===== src/rtl/stage_sequencer.sv =====
// Five-stage instruction sequencer.
// It steps a multicycle datapath through Fetch/Decode/Execute/Memory/WriteBack.
// It supports free-run and single-step operation, memory-write stalls with a
// stall watchdog, a HALT opcode, and counters for retired instructions and
// active cycles.
module stage_sequencer #(
  parameter int STALL_LIMIT = 15,
  parameter int COUNT_W     = 16
) (
  input  logic               Clock,
  input  logic               Reset,
  input  logic               Run,
  input  logic               StepMode,
  input  logic               Step,
  input  logic               Halt_Opcode,
  input  logic               WillWriteTo_Memory_H_RF_L,
  input  logic               MemReady,
  output logic [2:0]         Stage,
  output logic               Running,
  output logic               Halted,
  output logic               Fault,
  output logic               InstrDone,
  output logic [COUNT_W-1:0] InstrCount,
  output logic [COUNT_W-1:0] CycleCount
);

  // The stall counter must be able to hold STALL_LIMIT itself.
  localparam int STALL_W = (STALL_LIMIT < 1) ? 1 : $clog2(STALL_LIMIT + 1);

  localparam logic [2:0] STAGE_NONE  = 3'd0;
  localparam logic [2:0] STAGE_FETCH = 3'd1;
  localparam logic [2:0] STAGE_DEC   = 3'd2;
  localparam logic [2:0] STAGE_EXE   = 3'd3;
  localparam logic [2:0] STAGE_MEM   = 3'd4;
  localparam logic [2:0] STAGE_WB    = 3'd5;

  typedef enum logic [1:0] {
    IDLE   = 2'd0,
    ACTIVE = 2'd1,
    HALTED = 2'd2
  } state_t;

  state_t               state_q;
  state_t               state_d;
  logic [2:0]           stage_d;
  logic [STALL_W-1:0]   stall_cnt_q;
  logic [STALL_W-1:0]   stall_cnt_d;
  logic                 step_q;
  logic                 fault_d;
  logic                 done_d;
  logic [COUNT_W-1:0]   instr_cnt_d;
  logic [COUNT_W-1:0]   cycle_cnt_d;
  logic                 step_edge;
  logic                 mem_stall;

  // A button press counts once, on the cycle the level first rises.
  assign step_edge = Step & ~step_q;

  // Memory stage waits while a RAM write is pending and RAM is not ready.
  assign mem_stall = (Stage == STAGE_MEM) & WillWriteTo_Memory_H_RF_L & ~MemReady;

  // Next-state, stage advance, stall watchdog, retire and counter updates.
  always_comb begin
    state_d     = state_q;
    stage_d     = Stage;
    stall_cnt_d = '0;
    fault_d     = Fault;
    done_d      = 1'b0;
    instr_cnt_d = InstrCount;
    cycle_cnt_d = CycleCount;

    case (state_q)
      IDLE: begin
        stage_d = STAGE_NONE;
        if (StepMode ? step_edge : Run) begin
          state_d = ACTIVE;
          stage_d = STAGE_FETCH;
        end
      end

      ACTIVE: begin
        cycle_cnt_d = CycleCount + COUNT_W'(1);
        case (Stage)
          STAGE_FETCH: stage_d = STAGE_DEC;
          STAGE_DEC: begin
            if (Halt_Opcode) begin
              state_d     = HALTED;
              stage_d     = STAGE_NONE;
              done_d      = 1'b1;
              instr_cnt_d = InstrCount + COUNT_W'(1);
            end else begin
              stage_d = STAGE_EXE;
            end
          end
          STAGE_EXE: stage_d = STAGE_MEM;
          STAGE_MEM: begin
            if (mem_stall) begin
              if (stall_cnt_q == STALL_W'(STALL_LIMIT)) begin
                state_d = HALTED;
                stage_d = STAGE_NONE;
                fault_d = 1'b1;
              end else begin
                stall_cnt_d = stall_cnt_q + STALL_W'(1);
              end
            end else begin
              stage_d = STAGE_WB;
            end
          end
          STAGE_WB: begin
            done_d      = 1'b1;
            instr_cnt_d = InstrCount + COUNT_W'(1);
            if (!StepMode && Run) begin
              stage_d = STAGE_FETCH;
            end else begin
              state_d = IDLE;
              stage_d = STAGE_NONE;
            end
          end
          default: stage_d = STAGE_FETCH;
        endcase
      end

      HALTED: begin
        stage_d = STAGE_NONE;
      end

      default: begin
        state_d = IDLE;
        stage_d = STAGE_NONE;
      end
    endcase
  end

  // State register; all outputs are flops so they change only on the edge.
  always_ff @(posedge Clock) begin
    if (Reset) begin
      state_q     <= IDLE;
      Stage       <= STAGE_NONE;
      Running     <= 1'b0;
      Halted      <= 1'b0;
      Fault       <= 1'b0;
      InstrDone   <= 1'b0;
      InstrCount  <= '0;
      CycleCount  <= '0;
      stall_cnt_q <= '0;
      step_q      <= 1'b0;
    end else begin
      state_q     <= state_d;
      Stage       <= stage_d;
      Running     <= (state_d == ACTIVE);
      Halted      <= (state_d == HALTED);
      Fault       <= fault_d;
      InstrDone   <= done_d;
      InstrCount  <= instr_cnt_d;
      CycleCount  <= cycle_cnt_d;
      stall_cnt_q <= stall_cnt_d;
      step_q      <= Step;
    end
  end

endmodule


===== config.mk =====
export PLATFORM = sky130hd
export DESIGN_NAME = stage_sequencer
export DESIGN_NICKNAME = d
export VERILOG_FILES = /design/src/rtl/stage_sequencer.sv
export SDC_FILE = /design/constraint.sdc
export NUM_CORES = 1
export LEC_CHECK = 0
export CAP_MARGIN = 10
export CORE_MARGIN = 2
export CORE_UTILIZATION = 40
export CTS_CLUSTER_SIZE = 12
export DETAILED_ROUTE_END_ITERATION = 10
export PLACE_DENSITY = 0.72
export SLEW_MARGIN = 20
export SYNTH_ARGS = -nofsm -noshare
export SYNTH_HDL_FRONTEND = slang
export SYNTH_SLANG_ARGS = --single-unit

===== constraint.sdc =====
create_clock -name Clock -period 3.8 [get_ports Clock]
set_input_delay 0.76 -clock Clock [delete_from_list [all_inputs] [get_ports Clock]]
set_output_delay 0.76 -clock Clock [all_outputs]
set_load 0.05 [all_outputs]

# ---- Word level (Yosys, flattened, before mapping)
# Cells that the tools add are included.
dict set report classes {
  n_addsub 3
  eq_ne 12
  n_mux 19
  bitwise_logic 8
  n_reduce_logical 8
}
# op count
set ops {}
lappend ops {{adder 16 x 1 -> 16 bit (second input constant)} 2}
lappend ops {{case mux 16 bit (2 select lines)} 1}
lappend ops {{two-way mux 16 bit} 1}
lappend ops {{case mux 3 bit (5 select lines)} 1}
lappend ops {{two-way mux 2 bit} 6}
lappend ops {{case mux 2 bit (3 select lines)} 2}
lappend ops {{equality test 3 x 2 -> 1 bit (second input constant)} 2}
lappend ops {{equality test 3 bit (second input constant)} 2}
lappend ops {{two-way mux 3 bit} 2}
lappend ops {{case mux 3 bit (2 select lines)} 1}
lappend ops {{NOT 1 bit} 5}
lappend ops {{OR reduction 5 bit} 1}
lappend ops {{adder 4 x 1 -> 4 bit (second input constant)} 1}
lappend ops {{equality test 2 x 1 -> 1 bit (second input constant)} 2}
lappend ops {{equality test 2 bit (second input constant)} 2}
lappend ops {{equality test 4 bit (second input constant)} 1}
lappend ops {{two-way mux 1 bit} 4}
lappend ops {{!= test 4 bit (second input constant)} 1}
lappend ops {{AND reduction 4 bit} 1}
lappend ops {{bitwise AND 1 bit} 3}
lappend ops {{equality test 3 x 1 -> 1 bit (second input constant)} 1}
lappend ops {{AND reduction 3 bit} 1}
lappend ops {{zero test 2 bit} 1}
lappend ops {{!= test 2 bit (second input constant)} 1}
lappend ops {{other kinds (5)} 5}
dict set report word_totals {
  ff_bits 46
  input_bits 8
  output_inout_bits 39
  word_cells 60
}

# ---- Depth between registers and ports, before layout
# Gate-level depths: netlist (run 1).
dict set report logic_depth {
  word_depth 7
  depth_mapped 7
  mapped_depth_nobuf 5
}

# ---- Least setup slack after synthesis (run 1)
# No wires, ideal clock.
dict set report synth_path {
  kind {reg-to-reg}
  start {register Stage[0]}
  end {register InstrCount[12]}
  setup_ns 0.123
  arrival_time_ns 1.962
  t_required_ns 3.677
  setup_slack_ns 1.715
  stages_incl_launch_ff 7
  path_buffers 2
  period_less_slack_ns 2.085
  cell_sequence {dfxtp_1 -> buf_2 -> and3b_4 -> o2111ai_2 -> buf_6 -> nor4_1 -> mux2_1}
}
dict set report synth_via {
  elab_chain_len 3
  elab_cells_between_ends 6
  classes_between {eq/ne: 3; mux: 1; reduce/logical: 2}
}
# item line
set synth_rtl {}
lappend synth_rtl {{start, declared} 18} ;# output logic [2:0] Stage,
lappend synth_rtl {{start signal, assigned} 149} ;# Stage <= stage_d;
lappend synth_rtl {{equality test 3 x 2 -> 1 bit or equality test 3 bit (tied branches)} 83} ;# case (Stage)
lappend synth_rtl {{!= test 2 bit (no source line) or nonzero test 2 bit (tied branches)} -}
lappend synth_rtl {{AND reduction 3 bit (no source line)} -}
lappend synth_rtl {{end signal, assigned} 154} ;# InstrCount <= instr_cnt_d;
lappend synth_rtl {{end, declared} 23} ;# output logic [COUNT_W-1:0] InstrCount,
# Several ways; a longest one is shown, not always the timed one.
# A chain may end at the register's enable or synchronous reset.

# ---- Worst setup path in the final report (run 1)
dict set report layout_path {
  start {input port Halt_Opcode}
  end {register InstrCount[15]}
}
dict set report layout_via {
  elab_chain_len 2
}
# item line
set layout_rtl {}
lappend layout_rtl {{start, declared} 15} ;# input logic Halt_Opcode,
lappend layout_rtl {{!= test 2 bit (no source line)} -}
lappend layout_rtl {{AND reduction 3 bit (no source line)} -}
# Every way passes these cells.

==> results of run 1 <==
power by group through the flow:
stage                     Combinational (µW)  Clock [µW]  Sequential [µW]
after floorplan                         32.3           0              521
after global placement                  69.4           0              508
after detailed placement                69.7           0              508
after CTS                               69.9         309              497
after global routing                    75.5         329              498
final                                   69.5         300              497
cell families after synthesis:
logic type	share of synthesized area [%]
xor gates and xnor gates	6.20
muxes	3.01
AOI/OAI and AO/OA	15.1
and+or+nand+nor	26.9
DFF	43.5
buffers and inverters	3.54
adders and majority gates	1.77
cells in the mapped netlist, types with 6 or more instances:
master,n
o31ai_1,10
nor2b_1,6
nand2_1,11
xor2_1,10
a21oi_1,18
inv_1,6
nor2_1,26
or4_1,9
dfxtp_1,46
nand4_1,6
nand3_1,9
worst max path at each step:
| stage | startpoint | to | cells after the start |
|---|---|---|---|
| after floorplan | Stage[0]$_SDFFE_PP0P_ | InstrCount[12]$_SDFFE_PP0P_ | 6 |
| after global placement | Halt_Opcode | InstrCount[15]$_SDFFE_PP0P_ | 5 |
| after detailed placement | Halt_Opcode | InstrCount[15]$_SDFFE_PP0P_ | 5 |
| after CTS | Stage[0]$_SDFFE_PP0P_ | Stage[0] | 1 |
| after global routing | Halt_Opcode | InstrCount[15]$_SDFFE_PP0P_ | 5 |
| final | Halt_Opcode | InstrCount[15]$_SDFFE_PP0P_ | 5 |
layer usage:
layer	share of wire [%]	vias up	global-route usage [%]	wire, µm
li1	-	953	-	-
met1	50	853	19.9	2210
met2	45	37	25.4	2000
met3	4.4	4	4.12	197
met4	0.90	0	4.18	40
met5	0	-	0	0
state kept, by name, summed over array words and instances, names as in the netlist:
signal / flops
CycleCount: 16
Fault: 1
Halted: 1
InstrCount: 16
InstrDone: 1
Running: 1
Stage: 3
stall_cnt_q: 4
state_q: 2
step_q: 1
worst max-delay path: stages:
cell,delay [ns]
clkdlybuf4s50_1,0.52
and4bb_4,0.30
o2111ai_2,0.39
or4_1,0.61
a21oi_1,0.15
stage by stage:
| step | utilization, % | area, µm² | std cells |
|---|---|---|---|
| final | 53.2 | 2720 | 351 |
| after detailed placement | 51.5 | 2630 | 343 |
| after global placement | 51.5 | 2630 | 343 |
| after global routing | 53.2 | 2720 | 351 |
| after CTS | 53.2 | 2720 | 351 |
| after floorplan | - | 2120 | 236 |
area by class of cell:
cell class	instances	area, µm²
Timing Repair Buffer	48	475
Clock buffer	5	68.8
Clock inverter	3	21.3
Inverter	6	22.5
Sequential cell	46	921
Fill cell	488	2390
Tap cell	70	87.6
Multi-Input combinational cell	173	1120
cells in the final DEF (no fill, tap or decap), types with 3 or more instances in the layout:
cell type / netlist / routed
nand4_1: 6 / 6
dfxtp_1: 46 / 46
nor4_1: 3 / 3
mux2i_1: 3 / 3
xnor2_1: 5 / 5
nand2_1: 11 / 11
o31ai_1: 10 / 10
o21ai_0: 3 / 3
or4_1: 9 / 9
nand2b_1: 3 / 3
and4_1: 5 / 5
or3_1: 5 / 5
nor2_1: 26 / 26
nand3b_1: 3 / 3
inv_1: 6 / 6
nand3_1: 9 / 9
clkbuf_8: 0 / 5
clkdlybuf4s50_1: 0 / 46
xor2_1: 10 / 10
nor3_1: 3 / 3
a21oi_1: 18 / 18
nor2b_1: 6 / 6
a31oi_1: 3 / 3
ha_1: 3 / 3
==> metrics.txt, run 1 <==
asr flop ratio synth 0%; Clock Tree Buf Depth 2; yosys warns 0; crit path DAT 2.73 ns; Pins Over Slew Limit 0; core box area 5110 µm²; reg2reg end InstrCount[15]$_SDFFE_PP0P_; total wire length 4450 µm; leading area contributor after synthesis dfxtp_1; Post-CTS Resized 0; area growth from synthesis to layout 28.4%; Vias 1,847; layout cells sized above 1 5.34%; Logic pwr share 8.0%; setup slack after layout 1.30 ns; top cells by area, synth dfxtp_1, nor2_1, a21oi_1, xor2_1, o31ai_1; Final Critical Period 2.50 ns; RSZ-0062 raised after global routing no; Die ar. 5890 µm²; Reg2Reg Depth 4; RD Place Congestion 0.783; wire length of the first global-routing pass 7600 µm; clk_skew 0.00777 ns; leak pwr 0.000865 µW; initial cell density of the core 41.5%; Hold Path Origin stall_cnt_q[0]$_SDFF_PP0_; power share of the sequential group 57.3%; Tot Pwr 866 µW; Worst-path clk slew 0.08 ns; Hold Crit Class flip-flop to flip-flop; Post-CTS Hold Fix Bufs 0; pin count of the biggest net entering global routing 44; Max-cap violations 0; # rows 26; slew of the pin with the lowest slew margin 0.773 ns; drt via density 5.26; Post-DRT Antenna Nets 0; WHS 0.452 ns; Net Sw Frac 25.5%; total global routing overflow 0; top cell type's share of synthesized area 43.5%; Synth Net Count 247; status finished, final reports clean; Synth cell types 47; worst vdd ir 0.127 mV; Clock Latency Late Sink 0.30 ns; vias in the first global route 1,650; DPL Wire Length 3150 µm; fin nets 291; num ports 47; setup tns final 0 ns; fin crit share 65.8%; dpl ws 0.999 ns; CTS tree built; Die Y 76.8 µm; crit start category primary input; drt first pass iters 4; PortBufs 46; Die X 76.8 µm; ANT cells 0; ys flop type dfxtp_1; Syn Std Cell Area 2120 µm²; CP max FO 21; Worst Hold Depth 1; RR Startpoint Stage[0]$_SDFFE_PP0P_; worst rel slew slack 48.5%; drt wl/cell 12.7 µm; initial antenna violation count 0; final hold vios 0; Inserted Clock Buffers 5; worst hold path endpoint stall_cnt_q[0]$_SDFF_PP0_; clock share of power 34.7%; power density cells 319 nW/µm²; FF-to-FF setup slack 1.71 ns; Pint 645 µW; Sink Count 46; #FFs+latches synth 46; Remaining DRCs 0; CP Capture Type flip-flop; WS Path Type primary input to flip-flop; Total GRT Usage 15.4%; NetSw 221 µW; # Post-CTS Setup Buffers 0; EDFF count, synth 0; post-synthesis sequential area ratio 43.5%; Iteration-0 DRC Markers 66; Root Buffer clkbuf_8; max frequency 0.400 GHz; Mapped Avg Cell Area 8.98 µm²; synthesized instance count 236; Final setup violation count 0; H-tree depth 2; worst endpoint required time 4.03 ns
(Power assumes the default switching activity.)
==> run 2: changes to the inputs <==
--- a/config.mk
+++ b/config.mk
@@ -10,7 +10,7 @@
 export CORE_UTILIZATION = 40
 export CTS_CLUSTER_SIZE = 12
 export DETAILED_ROUTE_END_ITERATION = 10
-export PLACE_DENSITY = 0.72
+export PLACE_DENSITY = 0.74
 export SLEW_MARGIN = 20
 export SYNTH_ARGS = -nofsm -noshare
 export SYNTH_HDL_FRONTEND = slang
==> constraint.sdc (replaced) <==
create_clock -name Clock -period 2.3 [get_ports Clock]
set_input_delay 0.46 -clock Clock [delete_from_list [all_inputs] [get_ports Clock]]
set_output_delay 0.46 -clock Clock [all_outputs]
set_load 0.05 [all_outputs]
==> run 2 against run 1 <==
  * Cell area is 3.6% higher
  * Sequential power grew 65%
  * Utilization rose by 1.9 points
  * Non-clock buffer count increased by 5
  * Sequential cell count is the same
  * Largest power group unchanged
  * Final cell count grew 1.4%
  * Sequential share of layout area decreased by 1.2 points
  * Count of clock-buffer cells in the layout unchanged
  * Combinational power grew 73%
==> metrics.txt, run 2 (synthesized netlist as in run 1, its figures left out) <==
Max-cap violations 0 (unchanged); Die X 76.8 µm (unchanged); Pint 1290 µW (+100%); initial cell density of the core 41.5% (unchanged); Slowest cell on crit path clkdlybuf4s50_1; Top delay family on crit path buffers and inverters; setup tns final 0 ns (unchanged); NetSw 371 µW (+68%); drt via density 5.19 (-1.3%); total wire length 4570 µm (+2.8%); num ports 47 (unchanged); Die ar. 5890 µm² (unchanged); ANT cells 0 (unchanged); initial antenna violation count 0 (unchanged); Net Sw Frac 22.3% (-3.2 points); Iteration-0 DRC Markers 85 (+29%); # rows 26 (unchanged); Post-CTS Hold Fix Bufs 0 (unchanged); Sink Count 46 (unchanged); RSZ-0062 raised after global routing no; Remaining DRCs 0 (unchanged); power share of the sequential group 49.3% (-8.0 points); PortBufs 46 (unchanged); DPL Wire Length 3280 µm (+4.0%); Post-DRT Antenna Nets 0 (unchanged); Final setup violation count 0 (unchanged); area growth from synthesis to layout 33.0%; drt first pass iters 4 (unchanged); CP Capture Type output pin; fin crit share 95.5%; Post-CTS Resized 0 (unchanged); Pins Over Slew Limit 0 (unchanged); worst vdd ir 0.330 mV (+160%); vias in the first global route 1,615 (-2.1%); WS Path Type flip-flop to output pin; Final Critical Period 2.20 ns; Tot Pwr 1660 µW (+92%); fin nets 296 (+1.7%); Worst-path clk slew 0.09 ns (about the same); Vias 1,849 (+0.11%); slew of the pin with the lowest slew margin 0.516 ns (-0.257 ns); # Post-CTS Setup Buffers 0 (unchanged); Root Buffer clkbuf_8; clk_skew 0.00637 ns (-0.00141 ns); final hold vios 0 (unchanged); core box area 5110 µm² (unchanged); worst rel slew slack 65.5% (+17 points); pin count of the biggest net entering global routing 26 (-41%); CP max FO 12 (-43%); Logic pwr share 7.2% (-0.8 points); biggest regs CycleCount (16), InstrCount (16), stall_cnt_q (4); crit start category flip-flop; Hold Crit Class flip-flop to flip-flop; Inserted Clock Buffers 5 (unchanged); fill count 476 (-2.5%); drt wl/cell 12.8 µm (+1.4%); crit path DAT 1.74 ns (-0.99 ns); status finished, final reports clean; Total GRT Usage 15.8% (+0.33 points); layout cells sized above 1 6.99% (+1.7 points); RD Place Congestion 0.803 (+2.5%); max incr delay on CP 0.88 ns (+0.27 ns); max frequency 0.455 GHz; leak pwr 0.000920 µW (+6.4%); worst path bufs/invs 1 (unchanged); Die Y 76.8 µm (unchanged); H-tree depth 2 (unchanged); total global routing overflow 0 (unchanged); Clock Tree Buf Depth 2 (unchanged); power density cells 591 nW/µm² (+85%); wire length of the first global-routing pass 7670 µm (+0.91%); commonest cells after routing, fill and taps aside dfxtp_1, clkdlybuf4s50_1, nor2_1; worst endpoint required time 1.84 ns (-2.19 ns); CTS tree built; clock share of power 43.4% (+8.7 points); worst-path cell chain clkdlybuf4s50_1; Clock Latency Late Sink 0.30 ns (about the same)
==> run 2: power by group through the flow <==
stage | clock network [µW] | logic, µW | registers [µW]
6_report | 723 | 120 | 821
5_1_grt | 769 | 129 | 823
4_1_cts | 736 | 121 | 821
3_5_place_dp | 0 | 120 | 840
3_3_place_gp | 0 | 119 | 839
2_1_floorplan | 0 | 53.4 | 860
==> run 2: final cells by class <==
| class | instances | area [µm²] | area share [%] |
|---|---|---|---|
| Multi-Input combinational cell | 173 | 1120 | 39.8 |
| Sequential cell | 46 | 921 | 32.7 |
| Timing Repair Buffer | 53 | 526 | 18.7 |
| Tap cell | 70 | 87.6 | 3.11 |
| Clock buffer | 5 | 68.8 | 2.44 |
| Clock inverter | 3 | 68.8 | 2.44 |
| Inverter | 6 | 22.5 | 0.800 |
==> run 2: final timing paths <==
kind                                                 from                     endpoint  slack, ns  cells after the start
worst max register to register      Stage[0]$_SDFFE_PP0P_  InstrCount[11]$_SDFFE_PP0P_       0.43                      5
worst min-delay path            stall_cnt_q[0]$_SDFF_PP0_    stall_cnt_q[0]$_SDFF_PP0_       0.46                      1
worst max-delay path                Stage[0]$_SDFFE_PP0P_                     Stage[0]       0.10                      1
worst min register to register  stall_cnt_q[0]$_SDFF_PP0_    stall_cnt_q[0]$_SDFF_PP0_       0.46                      1
==> run 2: per-stage QoR <==
step                hold WS (ns)  setup WS, ns  cell area (µm²)  std cells  utilization (%)
floorplan                  0.418         0.215             2120        236                -
global placement           0.436         0.126             2680        348             52.4
detailed placement         0.439         0.110             2680        348             52.4
CTS                        0.458        0.0859             2820        356             55.1
global route               0.474        0.0494             2820        356             55.1
finish                     0.457         0.102             2820        356             55.1
==> run 2: per-layer routing <==
layer  up-vias  global-route usage [%]  wire length (µm)
met1       834                    21.2              2150
met5         -                       0                 0
met2        54                    24.6              2120
li1        955                       -                 -
met3         6                    4.24               247
met4         0                    4.91                53
